File: src/rtl/fifo_wr_arbiter_pkg.sv
// fifo_wr_arbiter_pkg
//   Shared definitions for the FIFO write-port arbiter:
//   - arb_state_t : two-state arbiter FSM encoding (ARB_IDLE / ARB_GRANT)
//   - arb_idx_w() : width of a requester index, $clog2(N)
package fifo_wr_arbiter_pkg;

  typedef enum logic {
    ARB_IDLE  = 1'b0,
    ARB_GRANT = 1'b1
  } arb_state_t;

  function automatic int arb_idx_w(input int n);
    return (n > 1) ? $clog2(n) : 1;
  endfunction

endpackage

File: src/rtl/dff.sv
// dff
//   Generic register primitive.
//   Parameters: W (width), RESET ("sync" or "async"), RST_VAL (reset value).
//   Ports:
//     clk  in  1 - rising-edge clock
//     rst  in  1 - active-high reset, synchronous unless RESET == "async"
//     d    in  W - next value
//     q    out W - registered value
module dff #(
  parameter int            W       = 1,
  parameter string         RESET   = "sync",
  parameter logic [W-1:0]  RST_VAL = '0
) (
  input  logic         clk,
  input  logic         rst,
  input  logic [W-1:0] d,
  output logic [W-1:0] q
);

  generate
    if (RESET == "async") begin : g_async
      always_ff @(posedge clk or posedge rst) begin
        if (rst) q <= RST_VAL;
        else     q <= d;
      end
    end else begin : g_sync
      always_ff @(posedge clk) begin
        if (rst) q <= RST_VAL;
        else     q <= d;
      end
    end
  endgenerate

endmodule

File: src/rtl/fifo_wr_arbiter_rr_pick.sv
// rr_pick
//   Combinational round-robin selector. Searches req upward starting at
//   last+1 (mod N) and returns the first requester found.
//   Ports:
//     req   in  N  - request vector
//     last  in  IW - index of the most recently served requester
//     pick  out N  - one-hot selected requester (0 when none)
//     idx   out IW - index of the selected requester
//     any   out 1  - at least one request is pending
module rr_pick
  import fifo_wr_arbiter_pkg::*;
#(
  parameter int N  = 4,
  parameter int IW = arb_idx_w(N)
) (
  input  logic [N-1:0]  req,
  input  logic [IW-1:0] last,
  output logic [N-1:0]  pick,
  output logic [IW-1:0] idx,
  output logic          any
);

  int            w_cand;
  logic [IW-1:0] w_cand_idx;

  always_comb begin
    pick       = '0;
    idx        = '0;
    any        = 1'b0;
    w_cand     = 0;
    w_cand_idx = '0;
    // k = N wraps back to last itself, so a lone requester that was just
    // served can still be granted again.
    for (int k = 1; k <= N; k++) begin
      w_cand     = (int'(last) + k) % N;
      w_cand_idx = IW'(w_cand);
      if (!any && req[w_cand_idx]) begin
        any             = 1'b1;
        pick[w_cand_idx] = 1'b1;
        idx             = w_cand_idx;
      end
    end
  end

endmodule

File: src/rtl/fifo_wr_arbiter.sv
// fifo_wr_arbiter
//   Round-robin arbiter sharing one FIFO write port among N requesters.
//   An IDLE cycle picks the next requester above the last one served; the
//   GRANT state then streams that requester's words into the FIFO, stalling
//   on fifo_full, until it drops req (or, with burst hold, BURST words go).
//
//   Build option: FEMTO_FIFO_ARB_BURST_EN
//     defined   - grant held for up to BURST accepted words
//     undefined - grant released after every accepted word (BURST ignored)
//
//   Ports:
//     clk        in  1        - clock, rising edge
//     rst        in  1        - synchronous active-high reset
//     req        in  N        - per-requester word-ready
//     din        in  N*WIDTH  - requester data, slice i = din[i*WIDTH +: WIDTH]
//     ack        out N        - one-hot, word on that slice written this cycle
//     grant      out N        - one-hot registered grant, 0 when idle
//     fifo_din   out WIDTH    - data to FIFO din (slice of current owner)
//     fifo_w     out 1        - FIFO write strobe
//     fifo_full  in  1        - FIFO full flag
module fifo_wr_arbiter
  import fifo_wr_arbiter_pkg::*;
#(
  parameter int N     = 4,
  parameter int WIDTH = 32,
  parameter int BURST = 4
) (
  input  logic                 clk,
  input  logic                 rst,
  input  logic [N-1:0]         req,
  input  logic [N*WIDTH-1:0]   din,
  output logic [N-1:0]         ack,
  output logic [N-1:0]         grant,
  output logic [WIDTH-1:0]     fifo_din,
  output logic                 fifo_w,
  input  logic                 fifo_full
);

  localparam int IW = arb_idx_w(N);

  generate
    if (N < 2 || N > 16 || BURST < 1 || BURST > 256) begin : g_bad_param
      $error("fifo_wr_arbiter: N must be 2..16 and BURST 1..256");
    end
  endgenerate

  arb_state_t    r_state, w_state_d;
  logic [N-1:0]  r_grant, w_grant_d;
  logic [IW-1:0] r_owner, w_owner_d;
  logic [IW-1:0] r_last,  w_last_d;
  logic [N-1:0]  w_pick;
  logic [IW-1:0] w_pick_idx;
  logic          w_any;
  logic          w_burst_end;
  logic [WIDTH-1:0] w_slice [N];

  for (genvar i = 0; i < N; i++) begin : g_slice
    assign w_slice[i] = din[i*WIDTH +: WIDTH];
  end

  // Owner is kept across IDLE so the FIFO data bus never floats to X.
  assign fifo_din = w_slice[r_owner];
  assign grant    = r_grant;

  rr_pick #(.N(N), .IW(IW)) u_rr_pick (
    .req  (req),
    .last (r_last),
    .pick (w_pick),
    .idx  (w_pick_idx),
    .any  (w_any)
  );

  dff #(.W(N), .RESET("sync"), .RST_VAL('0)) u_grant_q (
    .clk(clk), .rst(rst), .d(w_grant_d), .q(r_grant)
  );

  dff #(.W(IW), .RESET("sync"), .RST_VAL('0)) u_owner_q (
    .clk(clk), .rst(rst), .d(w_owner_d), .q(r_owner)
  );

  // Reset to N-1 so requester 0 wins the first arbitration.
  dff #(.W(IW), .RESET("sync"), .RST_VAL(IW'(N-1))) u_last_q (
    .clk(clk), .rst(rst), .d(w_last_d), .q(r_last)
  );

  always_ff @(posedge clk) begin
    if (rst) r_state <= ARB_IDLE;
    else     r_state <= w_state_d;
  end

`ifdef FEMTO_FIFO_ARB_BURST_EN
  localparam int CW = $clog2(BURST + 1);
  logic [CW-1:0] r_cnt, w_cnt_d;

  always_ff @(posedge clk) begin
    if (rst) r_cnt <= '0;
    else     r_cnt <= w_cnt_d;
  end

  // Counts accepted words only, so FIFO stalls do not eat the burst budget.
  assign w_burst_end = (r_cnt == CW'(BURST - 1));
`else
  assign w_burst_end = 1'b1;
`endif

  always_comb begin
    w_state_d = r_state;
    w_grant_d = r_grant;
    w_owner_d = r_owner;
    w_last_d  = r_last;
    fifo_w    = 1'b0;
    ack       = '0;
`ifdef FEMTO_FIFO_ARB_BURST_EN
    w_cnt_d   = r_cnt;
`endif
    case (r_state)
      ARB_IDLE: begin
        if (w_any) begin
          w_state_d = ARB_GRANT;
          w_grant_d = w_pick;
          w_owner_d = w_pick_idx;
`ifdef FEMTO_FIFO_ARB_BURST_EN
          w_cnt_d   = '0;
`endif
        end
      end
      ARB_GRANT: begin
        // rst gates the strobe so a reset cycle never writes the FIFO.
        fifo_w = req[r_owner] & ~fifo_full & ~rst;
        if (fifo_w) begin
          ack = r_grant;
`ifdef FEMTO_FIFO_ARB_BURST_EN
          w_cnt_d = r_cnt + 1'b1;
`endif
        end
        if (!req[r_owner] || (fifo_w && w_burst_end)) begin
          w_state_d = ARB_IDLE;
          w_grant_d = '0;
          w_last_d  = r_owner;
        end
      end
      default: ;
    endcase
  end

endmodule

File: config.mk
export PLATFORM = sky130hd
export DESIGN_NAME = fifo_wr_arbiter
export DESIGN_NICKNAME = d
export VERILOG_FILES = /design/src/rtl/fifo_wr_arbiter_pkg.sv /design/src/rtl/dff.sv /design/src/rtl/fifo_wr_arbiter_rr_pick.sv /design/src/rtl/fifo_wr_arbiter.sv
export SDC_FILE = /design/constraint.sdc
export NUM_CORES = 1
export LEC_CHECK = 0
export ABC_AREA = 1
export BUFFER_PORTS_ARGS = -buffer_cell sky130_fd_sc_hd__buf_2
export CORE_MARGIN = 2
export CORE_UTILIZATION = 41
export CTS_CLUSTER_SIZE = 8
export DETAILED_ROUTE_END_ITERATION = 6
export PLACE_DENSITY = 0.88
export SYNTH_ARGS = -nofsm -noshare
export SYNTH_HDL_FRONTEND = slang
export SYNTH_HIERARCHICAL = 1
export SYNTH_SLANG_ARGS = --single-unit
File: constraint.sdc
create_clock -name clk -period 3.4 [get_ports clk]
set_input_delay 0 -clock clk [delete_from_list [all_inputs] [get_ports clk]]
set_output_delay 0 -clock clk [all_outputs]
set_load 0.05 [all_outputs]
==> impl_metrics.ini <==
[floorplan]
initial_core_util = 0.4306
dieArea_sq_mm = 0.005196
core_sq_mm = 0.004414
num_io_pins = 176
fp.dieH_um = 72.09
num_rows = 24
dieWidth_um = 72.09

[yosys]
syn_area_sq_mm = 0.001901
synth_fp_nets = 481
synthDominantAreaCellType = o21ai_0
netlist_instances = 338
yosysWarningCount = 6
yosysSeqAreaShare = 0.09480
syn_area_per_cell_sq_um = 5.623
synthTopCellsByArea = o21ai_0 (18%), nor2_1 (14%), o22ai_1 (11%)
synth_cell_types = 25
synth-seq-cells = 9
synth_top_area_frac = 0.1791

[grt]
overflow = 0
antenna_found_initial = 0
grt_pass1_wl_um = 12140
busiest_layer = met2
grt_pass1_vias = 2627
grt_start_max_net_pins = 68
met1_usage = 0.4079
grt.met3_usage = 0.04583
grt_use_met2 = 0.4506
grt_usage = 0.2897

[clock_network]
clk_pin_slew_worst_paths_ns = 0.05
postCtsSetupBuffers = 0
cts_resized = 0
root_buffer = clkbuf_8
clock-sinks = 9
cts_hold_buf = 0
cts_buffers = 3
cts_tree = built
cts_buffer_depth = 2
worstSkewPairLatency_ns = 0.23
htree_levels = 1

[place]
hpwl_um = 6129
numPortBuffers = 175
place_area_sq_mm = 0.002728
place.gp.congestion = 0.9155

[timing]
period_minus_slack_ns = 2.641
rsz0062_at_grt = false
relSlewSlack = 0.3663
worst_pin_slew_ns = 0.9492
finalSetupViolCount = 0
fin_tns_setup_ns = 0
slew_violations = 0
hold_viol = 0
finalClockSkew_ns = 0.001789
fmax_mhz = 378.6
min_period_over_period = 0.7769

[routing]
wire_per_inst_um = 14.31
dr.pass1.iters = 5
vias = 2926
via_per_inst = 5.349
antenna_left = 0
dr.first_iter.drc_count = 284
drc_errors = 0
drt_wl_total_um = 7825

[critical_path]
cp.arrival_ns = 2.80
worstSetupEndpointType = flop
crit_buf_inv = 3
worstPathCellList = inv_8 -> ha_1 -> inv_2 -> nand3_4 -> nand2_4 -> nor2_4 -> nand4_1 -> nand2_1 -> o21ai_0 -> a21oi_1 -> inv_1 -> nor2_1
slowest_stage = dfxtp_1
worstReg2RegStart = u_last_q/q[0]$_SDFF_PP1_
crit_family = simple AND/OR/NAND/NOR gates
crit_fanout = 13
cp.required_ns = 3.56
crit_path_start_kind = flop
crit_type = flop to flop
slowest_delay_ns = 0.68
crit_start = u_last_q/q[0]$_SDFF_PP1_

[finish]
fin_nets = 639
design_area_sq_mm = 0.002773
area_delta_synth_final_pct = 45.89
final_util = 0.6281
n_antenna_cell = 0
drive_gt1_frac = 0.4182

[power_and_ir_drop]
vdd_drop_max_mv = 0.4450
p_leak_uw = 0.001487
p_per_area_mw_per_mm2 = 970.2

[hold_path]
hold_class = primary input to flop
hold_path_startpoint = rst

[flow_run]
cap_violations = 0

[run_status]
outcome = finished clean
registers in the layout, indices dropped and copies added, names as in the netlist:
signal and flops:
u_grant_q/q 4, u_owner_q/q 2, r_state 1, u_last_q/q 2
path summary, 6_finish.rpt:
| path | to | slack (ns) | depth (start not counted) |
|---|---|---|---|
| worst max-delay path | u_grant_q/q[1]$_SDFF_PP0_ | 0.76 | 12 |
| worst min-delay path | u_grant_q/q[3]$_SDFF_PP0_ | 0.05 | 2 |
| worst max register to register | u_grant_q/q[1]$_SDFF_PP0_ | 0.76 | 12 |
| worst min register to register | r_state$_SDFF_PP0_ | 0.62 | 1 |
layout make-up:
cell class                      instances  area, sq um
Inverter                               25        101.3
Clock buffer                            4        45.04
Tap cell                               52        65.06
Fill cell                             393         1642
Sequential cell                         9        181.4
Timing Repair Buffer                  177        890.9
Multi-Input combinational cell        280         1489
Yosys cell counts:
master and count:
a21boi_0 4, a21oi_1 15, buf_2 11, buf_4 1, buf_6 3, clkbuf_1 9, dfxtp_1 9, ha_1 8
inv_1 20, inv_2 4, inv_8 1, nand2_1 27, nand2_2 6, nand2_4 3, nand3_1 23, nand3_2 3
nand3_4 2, nand4_1 6, nor2_1 73, nor2_2 4, nor2_4 3, o21ai_0 68, o21bai_1 1, o22ai_1 32
or2_1 2
per-layer routing:
metal	wire, um	vias to the layer above
met1	3402	1249
met3	751	18
met4	156	0
met2	3515	181
met5	0	-
li1	-	1478
worst reg2reg max path, cell delays in order (launching register included):
cell,delay (ns)
dfxtp_1,0.68
inv_8,0.12
ha_1,0.41
inv_2,0.09
nand3_4,0.12
nand2_4,0.08
nor2_4,0.23
nand4_1,0.15
nand2_1,0.29
o21ai_0,0.12
a21oi_1,0.13
inv_1,0.05
nor2_1,0.11
power breakdown:
group	internal, uW	switching, uW
combinational	594	1770
sequential	150	55.2
clock	81.6	40.6
layout by cell type, fill, tap and decap left out:
cell	n
a21boi_0	4
clkbuf_1	1
o21ai_0	68
nand2_4	3
buf_4	2
nand2_2	6
nand4_1	6
o21bai_1	1
inv_2	4
clkbuf_8	3
nor2_4	3
nor2_1	73
nand2_1	27
nand3_4	2
inv_8	1
nand3_2	3
inv_1	20
or2_1	2
a21oi_1	15
buf_2	175
nand3_1	23
ha_1	8
o22ai_1	32
dfxtp_2	1
nor2_2	4
dfxtp_1	8
stage by stage:
stage / std cells / power [uW] / setup WS [ns] / hold slack (ns)
6_report: 547 / 2690 / 0.7586 / 0.04809
5_1_grt: 547 / 2899 / 0.4494 / 0.05944
4_1_cts: 547 / 2674 / 0.7709 / 0.03417
3_5_place_dp: 543 / 2544 / 0.7686 / 0.2764
3_3_place_gp: 543 / 2519 / 0.9118 / 0.2704
2_1_floorplan: 338 / 2054 / 1.195 / 0.07120
cell families after synthesis:
family,synth area share
and+or+nand+nor,0.3871
AOI/OAI and AO/OA,0.3436
buffers and inverters,0.1218
DFF,0.09480
adders and majority gates,0.05267
Power figures use the tool's default switching activity.
